**src/rtl/tmnt_rom_server.sv**
```systemverilog
// tmnt_rom_server: SDRAM-side responder for the four TMNT/MIA ROM fetch
// channels (68k program, tiles, sprites, theme/sample). Each channel's
// request pulse is latched into a pending flag and address register, a fixed
// priority arbiter picks one, and a small FSM issues a 32-bit SDRAM read and
// returns the word to the requesting channel's dout register.
// Optional build macro ROM_SRV_STATS_EN adds overrun and video latency stats.
module tmnt_rom_server #(
    parameter logic [25:0] M68K_BASE  = 26'h0000000,
    parameter logic [25:0] TILES_BASE = 26'h0100000,
    parameter logic [25:0] SPR_BASE   = 26'h0200000,
    parameter logic [25:0] THEME_BASE = 26'h0400000
) (
    input  logic        clk_sys,
    input  logic        reset,
    input  logic        load_en,
    input  logic        m68k_rom_req,
    input  logic [17:0] m68k_rom_addr,
    output logic [15:0] m68k_rom_dout,
    output logic        sdram_dtack,
    input  logic        tiles_rom_req,
    input  logic [17:0] tiles_rom_addr,
    output logic [31:0] tiles_rom_dout,
    input  logic        spr_rom_req,
    input  logic [18:0] spr_rom_addr,
    output logic [31:0] spr_rom_dout,
    input  logic        theme_rom_req,
    input  logic [17:0] theme_rom_addr,
    output logic [31:0] theme_rom_dout,
`ifdef ROM_SRV_STATS_EN
    output logic [3:0]  stat_overrun,
    output logic [15:0] stat_maxlat,
`endif
    output logic        sd_req,
    output logic [25:0] sd_addr,
    input  logic        sd_ack,
    input  logic        sd_valid,
    input  logic [31:0] sd_data
);

    // Channel ids, also the priority order (lowest id wins).
    localparam logic [1:0] CH_TILES = 2'd0;
    localparam logic [1:0] CH_SPR   = 2'd1;
    localparam logic [1:0] CH_M68K  = 2'd2;
    localparam logic [1:0] CH_THEME = 2'd3;

    typedef enum logic [1:0] {S_IDLE, S_REQ, S_WAIT} state_t;

    state_t      state_q;
    logic [1:0]  gnt_q;
    logic        hi_q;
    logic        sd_req_q;
    logic [25:0] sd_addr_q;
    logic        m68k_busy_q;
    logic [15:0] m68k_dout_q;
    logic [31:0] tiles_dout_q, spr_dout_q, theme_dout_q;

    logic [3:0]  pend_q;
    logic [17:0] tiles_addr_q, m68k_addr_q, theme_addr_q;
    logic [18:0] spr_addr_q;

    logic [3:0]  req_v;
    logic [3:0]  gnt_clr;
    logic [1:0]  gnt_sel;
    logic [25:0] gnt_addr;
    logic        grant_fire;

    assign req_v      = {theme_rom_req, m68k_rom_req, spr_rom_req, tiles_rom_req};
    assign grant_fire = (state_q == S_IDLE) && !load_en && (pend_q != 4'd0);
    assign gnt_clr    = grant_fire ? (4'b0001 << gnt_sel) : 4'b0000;

    // Fixed-priority pick and SDRAM byte address of the winning channel.
    always_comb begin
        gnt_sel = CH_THEME;
        if (pend_q[CH_TILES])     gnt_sel = CH_TILES;
        else if (pend_q[CH_SPR])  gnt_sel = CH_SPR;
        else if (pend_q[CH_M68K]) gnt_sel = CH_M68K;
        case (gnt_sel)
            CH_TILES: gnt_addr = TILES_BASE + {6'd0, tiles_addr_q, 2'b00};
            CH_SPR:   gnt_addr = SPR_BASE   + {5'd0, spr_addr_q, 2'b00};
            CH_M68K:  gnt_addr = M68K_BASE  + {7'd0, m68k_addr_q[17:1], 2'b00};
            default:  gnt_addr = THEME_BASE + {6'd0, theme_addr_q, 2'b00};
        endcase
    end

    // Request capture: a pulse sets pending (surviving a same-edge grant) and latest address wins.
    always_ff @(posedge clk_sys or posedge reset) begin
        if (reset) begin
            pend_q       <= 4'd0;
            tiles_addr_q <= 18'd0;
            spr_addr_q   <= 19'd0;
            m68k_addr_q  <= 18'd0;
            theme_addr_q <= 18'd0;
        end else begin
            pend_q <= req_v | (pend_q & ~gnt_clr);
            if (tiles_rom_req) tiles_addr_q <= tiles_rom_addr;
            if (spr_rom_req)   spr_addr_q   <= spr_rom_addr;
            if (m68k_rom_req)  m68k_addr_q  <= m68k_rom_addr;
            if (theme_rom_req) theme_addr_q <= theme_rom_addr;
        end
    end

    // Transaction FSM: grant, hold the SDRAM request until accepted, deliver on data strobe.
    always_ff @(posedge clk_sys or posedge reset) begin
        if (reset) begin
            state_q      <= S_IDLE;
            gnt_q        <= CH_TILES;
            hi_q         <= 1'b0;
            sd_req_q     <= 1'b0;
            sd_addr_q    <= 26'd0;
            m68k_busy_q  <= 1'b0;
            m68k_dout_q  <= 16'd0;
            tiles_dout_q <= 32'd0;
            spr_dout_q   <= 32'd0;
            theme_dout_q <= 32'd0;
        end else begin
            case (state_q)
                S_IDLE: begin
                    if (grant_fire) begin
                        gnt_q     <= gnt_sel;
                        hi_q      <= m68k_addr_q[0];
                        sd_addr_q <= gnt_addr;
                        sd_req_q  <= 1'b1;
                        if (gnt_sel == CH_M68K) m68k_busy_q <= 1'b1;
                        state_q   <= S_REQ;
                    end
                end
                S_REQ: begin
                    if (sd_ack) begin
                        sd_req_q <= 1'b0;
                        state_q  <= S_WAIT;
                    end
                end
                S_WAIT: begin
                    if (sd_valid) begin
                        case (gnt_q)
                            CH_TILES: tiles_dout_q <= sd_data;
                            CH_SPR:   spr_dout_q   <= sd_data;
                            CH_M68K: begin
                                m68k_dout_q <= hi_q ? sd_data[31:16] : sd_data[15:0];
                                m68k_busy_q <= 1'b0;
                            end
                            default:  theme_dout_q <= sd_data;
                        endcase
                        state_q <= S_IDLE;
                    end
                end
                default: state_q <= S_IDLE;
            endcase
        end
    end

    assign sd_req         = sd_req_q;
    assign sd_addr        = sd_addr_q;
    assign m68k_rom_dout  = m68k_dout_q;
    assign tiles_rom_dout = tiles_dout_q;
    assign spr_rom_dout   = spr_dout_q;
    assign theme_rom_dout = theme_dout_q;
    assign sdram_dtack    = ~(m68k_rom_req | pend_q[CH_M68K] | m68k_busy_q);

`ifdef ROM_SRV_STATS_EN
    logic [3:0]  ovr_q;
    logic [15:0] maxlat_q, lat_t_q, lat_s_q, lat_cand;
    logic [3:0]  dlv;
    logic        act_t, act_s;

    function automatic logic [15:0] sat_inc(input logic [15:0] v);
        return (v == 16'hFFFF) ? v : v + 16'd1;
    endfunction

    assign dlv      = (state_q == S_WAIT && sd_valid) ? (4'b0001 << gnt_q) : 4'b0000;
    assign act_t    = pend_q[CH_TILES] || (state_q != S_IDLE && gnt_q == CH_TILES);
    assign act_s    = pend_q[CH_SPR]   || (state_q != S_IDLE && gnt_q == CH_SPR);
    assign lat_cand = dlv[CH_TILES] ? sat_inc(lat_t_q) :
                      dlv[CH_SPR]   ? sat_inc(lat_s_q) : 16'd0;

    // Sticky overrun flags and the worst video request-to-delivery latency.
    always_ff @(posedge clk_sys or posedge reset) begin
        if (reset) begin
            ovr_q    <= 4'd0;
            maxlat_q <= 16'd0;
            lat_t_q  <= 16'd0;
            lat_s_q  <= 16'd0;
        end else begin
            ovr_q <= ovr_q | (req_v & pend_q);
            if (lat_cand > maxlat_q) maxlat_q <= lat_cand;
            lat_t_q <= (dlv[CH_TILES] || !act_t) ? 16'd0 : sat_inc(lat_t_q);
            lat_s_q <= (dlv[CH_SPR]   || !act_s) ? 16'd0 : sat_inc(lat_s_q);
        end
    end

    assign stat_overrun = ovr_q;
    assign stat_maxlat  = maxlat_q;
`endif

endmodule
```
**config.mk**
```make
export PLATFORM = sky130hd
export DESIGN_NAME = tmnt_rom_server
export DESIGN_NICKNAME = d
export VERILOG_FILES = /design/src/rtl/tmnt_rom_server.sv
export SDC_FILE = /design/constraint.sdc
export NUM_CORES = 1
export LEC_CHECK = 0
export CAP_MARGIN = 20
export CORE_ASPECT_RATIO = 0.75
export CORE_MARGIN = 10
export CORE_UTILIZATION = 40
export DETAILED_ROUTE_END_ITERATION = 10
export PLACE_DENSITY_LB_ADDON = 0.08
export SLEW_MARGIN = 15
export SYNTH_ARGS = -nofsm -noshare
export SYNTH_HDL_FRONTEND = slang
export SYNTH_SLANG_ARGS = --single-unit
```
**constraint.sdc**
```tcl
create_clock -name clk_sys -period 10.4 [get_ports clk_sys]
set_input_delay 2.08 -clock clk_sys [delete_from_list [all_inputs] [get_ports clk_sys]]
set_output_delay 2.08 -clock clk_sys [all_outputs]
set_load 0.01 [all_outputs]
```
==> results.json <==
{
  "outcome": "finished, final reports clean",
  "leakagePower_uw": 0.00551,
  "grt_setup_unrepaired": "no",
  "die_area_um2": 29300,
  "core_um2": 22200,
  "fmax_ghz": 0.179,
  "fin_nets": 1017,
  "drc": 0,
  "avgSynthCellArea_um2": 13.6,
  "clock-sinks": 217,
  "critical_path.top_delay_family": "buffers and inverters",
  "drive_gt1_frac": 0.243,
  "post_cts_buffers": 0,
  "postRouteAntennaNets": 0,
  "startpoint_type": "input pin",
  "final.setup.tns_ns": 0,
  "yosys.area.top_type": "dfrtp_1",
  "port_buffers": 248,
  "final-max-slew-violation-count": 0,
  "critPathSlowestCell": "clkdlybuf4s50_1",
  "critPathMaxStageDelay_ns": 0.58,
  "min_period_ns": 5.60,
  "routabilityCongestion": 0.797,
  "critPathKind": "in -> out",
  "drtIter0Drc": 376,
  "synth_top_area_share": 0.595,
  "pin_count": 254,
  "row_count": 47,
  "htreeDepth": 1,
  "post-route-cell-area_um2": 12500,
  "synthArstFlopShare": 1.00,
  "cts_buffer_depth": 3,
  "tightest_slew_ns": 0.985,
  "vias": 6161,
  "synth_common_cells": "dfrtp_1 (217), mux2_2 (125), a21oi_1 (39)",
  "cts_buffers": 23,
  "totalWireLength_mm": 26.5,
  "synth.distinct_cells": 33,
  "netlist_instances": 670,
  "die_w_um": 194,
  "antenna_found_initial": 1,
  "yosysSeqAreaShare": 0.595,
  "maxCapViolCount": 0,
  "synth-warning-count": 0,
  "fin_skew_ns": 0.0106,
  "fin_crit_sh": 0.538,
  "cts_resized": 0,
  "initial_core_util": 0.410,
  "clock_latency_ns": 0.50,
  "yosysMostFrequentCell": "dfrtp_1",
  "first_global_vias": 6711,
  "synth_seq_cells": 217,
  "root_buffer": "clkbuf_16",
  "critPathBufInv": 3,
  "die_h_um": 151,
  "end_kind": "output pin",
  "hpwl_mm": 19.1,
  "worstPathRequired_ns": 8.32,
  "fillers": 1812,
  "cts_tree": "done",
  "crit_fanout": 20,
  "synth_ff_type": "dfrtp_1",
  "netlist_area_um2": 9120,
  "routed_via_density": 5.08,
  "ir_drop_v": 0.000141,
  "dr.pass1.iters": 4,
  "grt_overflow": 0,
  "grt_pass1_wl_mm": 40.9,
  "clk_pin_slew_ns": 0.06,
  "cts_hold_buf": 0,
  "hold_viol": 0,
  "synth_edf_count": 0,
  "grt_max_degree": 139,
  "wire_per_inst_um": 21.9,
  "hold_path_class": "reg -> reg",
  "areaGrowthSynthToFinish_pct": 37.4,
  "worst_path_most_repeated_cell": "clkdlybuf4s50_1",
  "seq_area_um2": 5430,
  "grt_usage": 0.176,
  "p_per_area_nw_per_um2": 237,
  "cp.arrival_ns": 3.52,
  "multiInputGateArea_um2": 3350,
  "placed_area_um2": 11800,
  "synth_area_leaders": "dfrtp_1 (60%), mux2_2 (15%), mux2_4 (4.9%), a21oi_1 (2.1%), a221o_1 (1.9%)",
  "setup_viol": 0,
  "slew-limit-headroom": 0.341,
  "crit_chain": "clkdlybuf4s50_1 -> buf_4 -> nor3_1 -> clkdlybuf4s50_1"
}
-- flip-flops by register name, indices dropped and copies added, names as in the netlist, 18 cells and up --
signal,flops
sd_addr,21
tiles_addr_q,18
theme_rom_dout,32
spr_rom_dout,32
tiles_rom_dout,32
spr_addr_q,19
m68k_addr_q,18
theme_addr_q,18
-- worst paths after layout --
path	slack (ns)	start	cells after the start	end
worst max-delay path	4.80	m68k_rom_req	4	sdram_dtack
worst min-delay path	0.48	sd_req$_DFFE_PP0P_	2	sd_req$_DFFE_PP0P_
worst max register to register	7.92	state_q[0]$_DFFE_PP0P_	5	tiles_rom_dout[30]$_DFFE_PP0P_
worst min register to register	0.48	sd_req$_DFFE_PP0P_	2	sd_req$_DFFE_PP0P_
max in group asynchronous	6.54	reset	3	gnt_q[1]$_DFFE_PP0P_
min in group asynchronous	2.17	reset	2	theme_rom_dout[18]$_DFFE_PP0P_
-- final cells by class --
cell class / count / area share
diodes: 1 / 0.000200
clock buffers: 34 / 0.0540
clock inverters: 5 / 0.00399
inverters: 19 / 0.00629
multi-input cells: 384 / 0.268
flip-flops and latches: 217 / 0.433
well taps: 294 / 0.0293
repair buffers: 258 / 0.205
-- through the flow --
stage	total power, uW	cells	hold WS [ns]	util	setup WS [ns]
4_1_cts	3010	1208	0.494	0.562	4.79
3_5_place_dp	2200	1169	0.474	0.529	4.79
5_1_grt	3130	1212	0.506	0.564	4.73
2_1_floorplan	1660	674	0.464	-	2.38
3_3_place_gp	2180	1169	0.469	0.529	4.82
6_report	2970	1212	0.484	0.564	4.80
-- routing by layer --
layer  global-route usage  wire length, um  up-vias
li1                     -                -     2846
met3               0.0537             2110       30
met1                0.239            12100     3090
met5                    0                0        -
met2                0.272            11900      195
met4               0.0380              429        0
-- worst min-delay path: cells and delay by family (launching register included) --
family	cells	cell delay [ns]
simple gates	2	0.10
flops	1	0.35
-- logic make-up (layout without fill, tap and decap cells) --
logic type / after synthesis / in the layout / share of synthesized area
flops: 217 / 217 / 0.595
buf+inv: 73 / 316 / 0.0388
other cells: 1 / 6 / 0.000411
compound gates: 116 / 116 / 0.0844
mux: 172 / 172 / 0.222
simple gates: 91 / 91 / 0.0587
-- layout by cell type (no fill, tap or decap), types with 2 or more instances in the layout --
cell type        count
nor3_1               3
mux2i_1             16
buf_8                2
clkbuf_16           23
a21oi_1             39
mux2_4              30
a221o_1             17
nand2_1             38
conb_1               5
mux2_2             125
or3b_2              18
or3_1                2
nand2b_1            21
a21o_1               3
clkdlybuf4s50_1    248
o21ai_0             21
dfrtp_1            216
buf_4                8
inv_1               18
clkbuf_8             6
clkbuf_1             5
nor2b_1              2
o2bb2ai_1           18
clkinv_2             4
a31oi_1             16
-- where the power goes --
part           internal (uW)  leakage, uW  switching, uW
registers               1060      0.00272            149
clock network            472     0.000362            317
logic                    581      0.00243            394
total                   2110      0.00551            860
(Power assumes the default switching activity.)
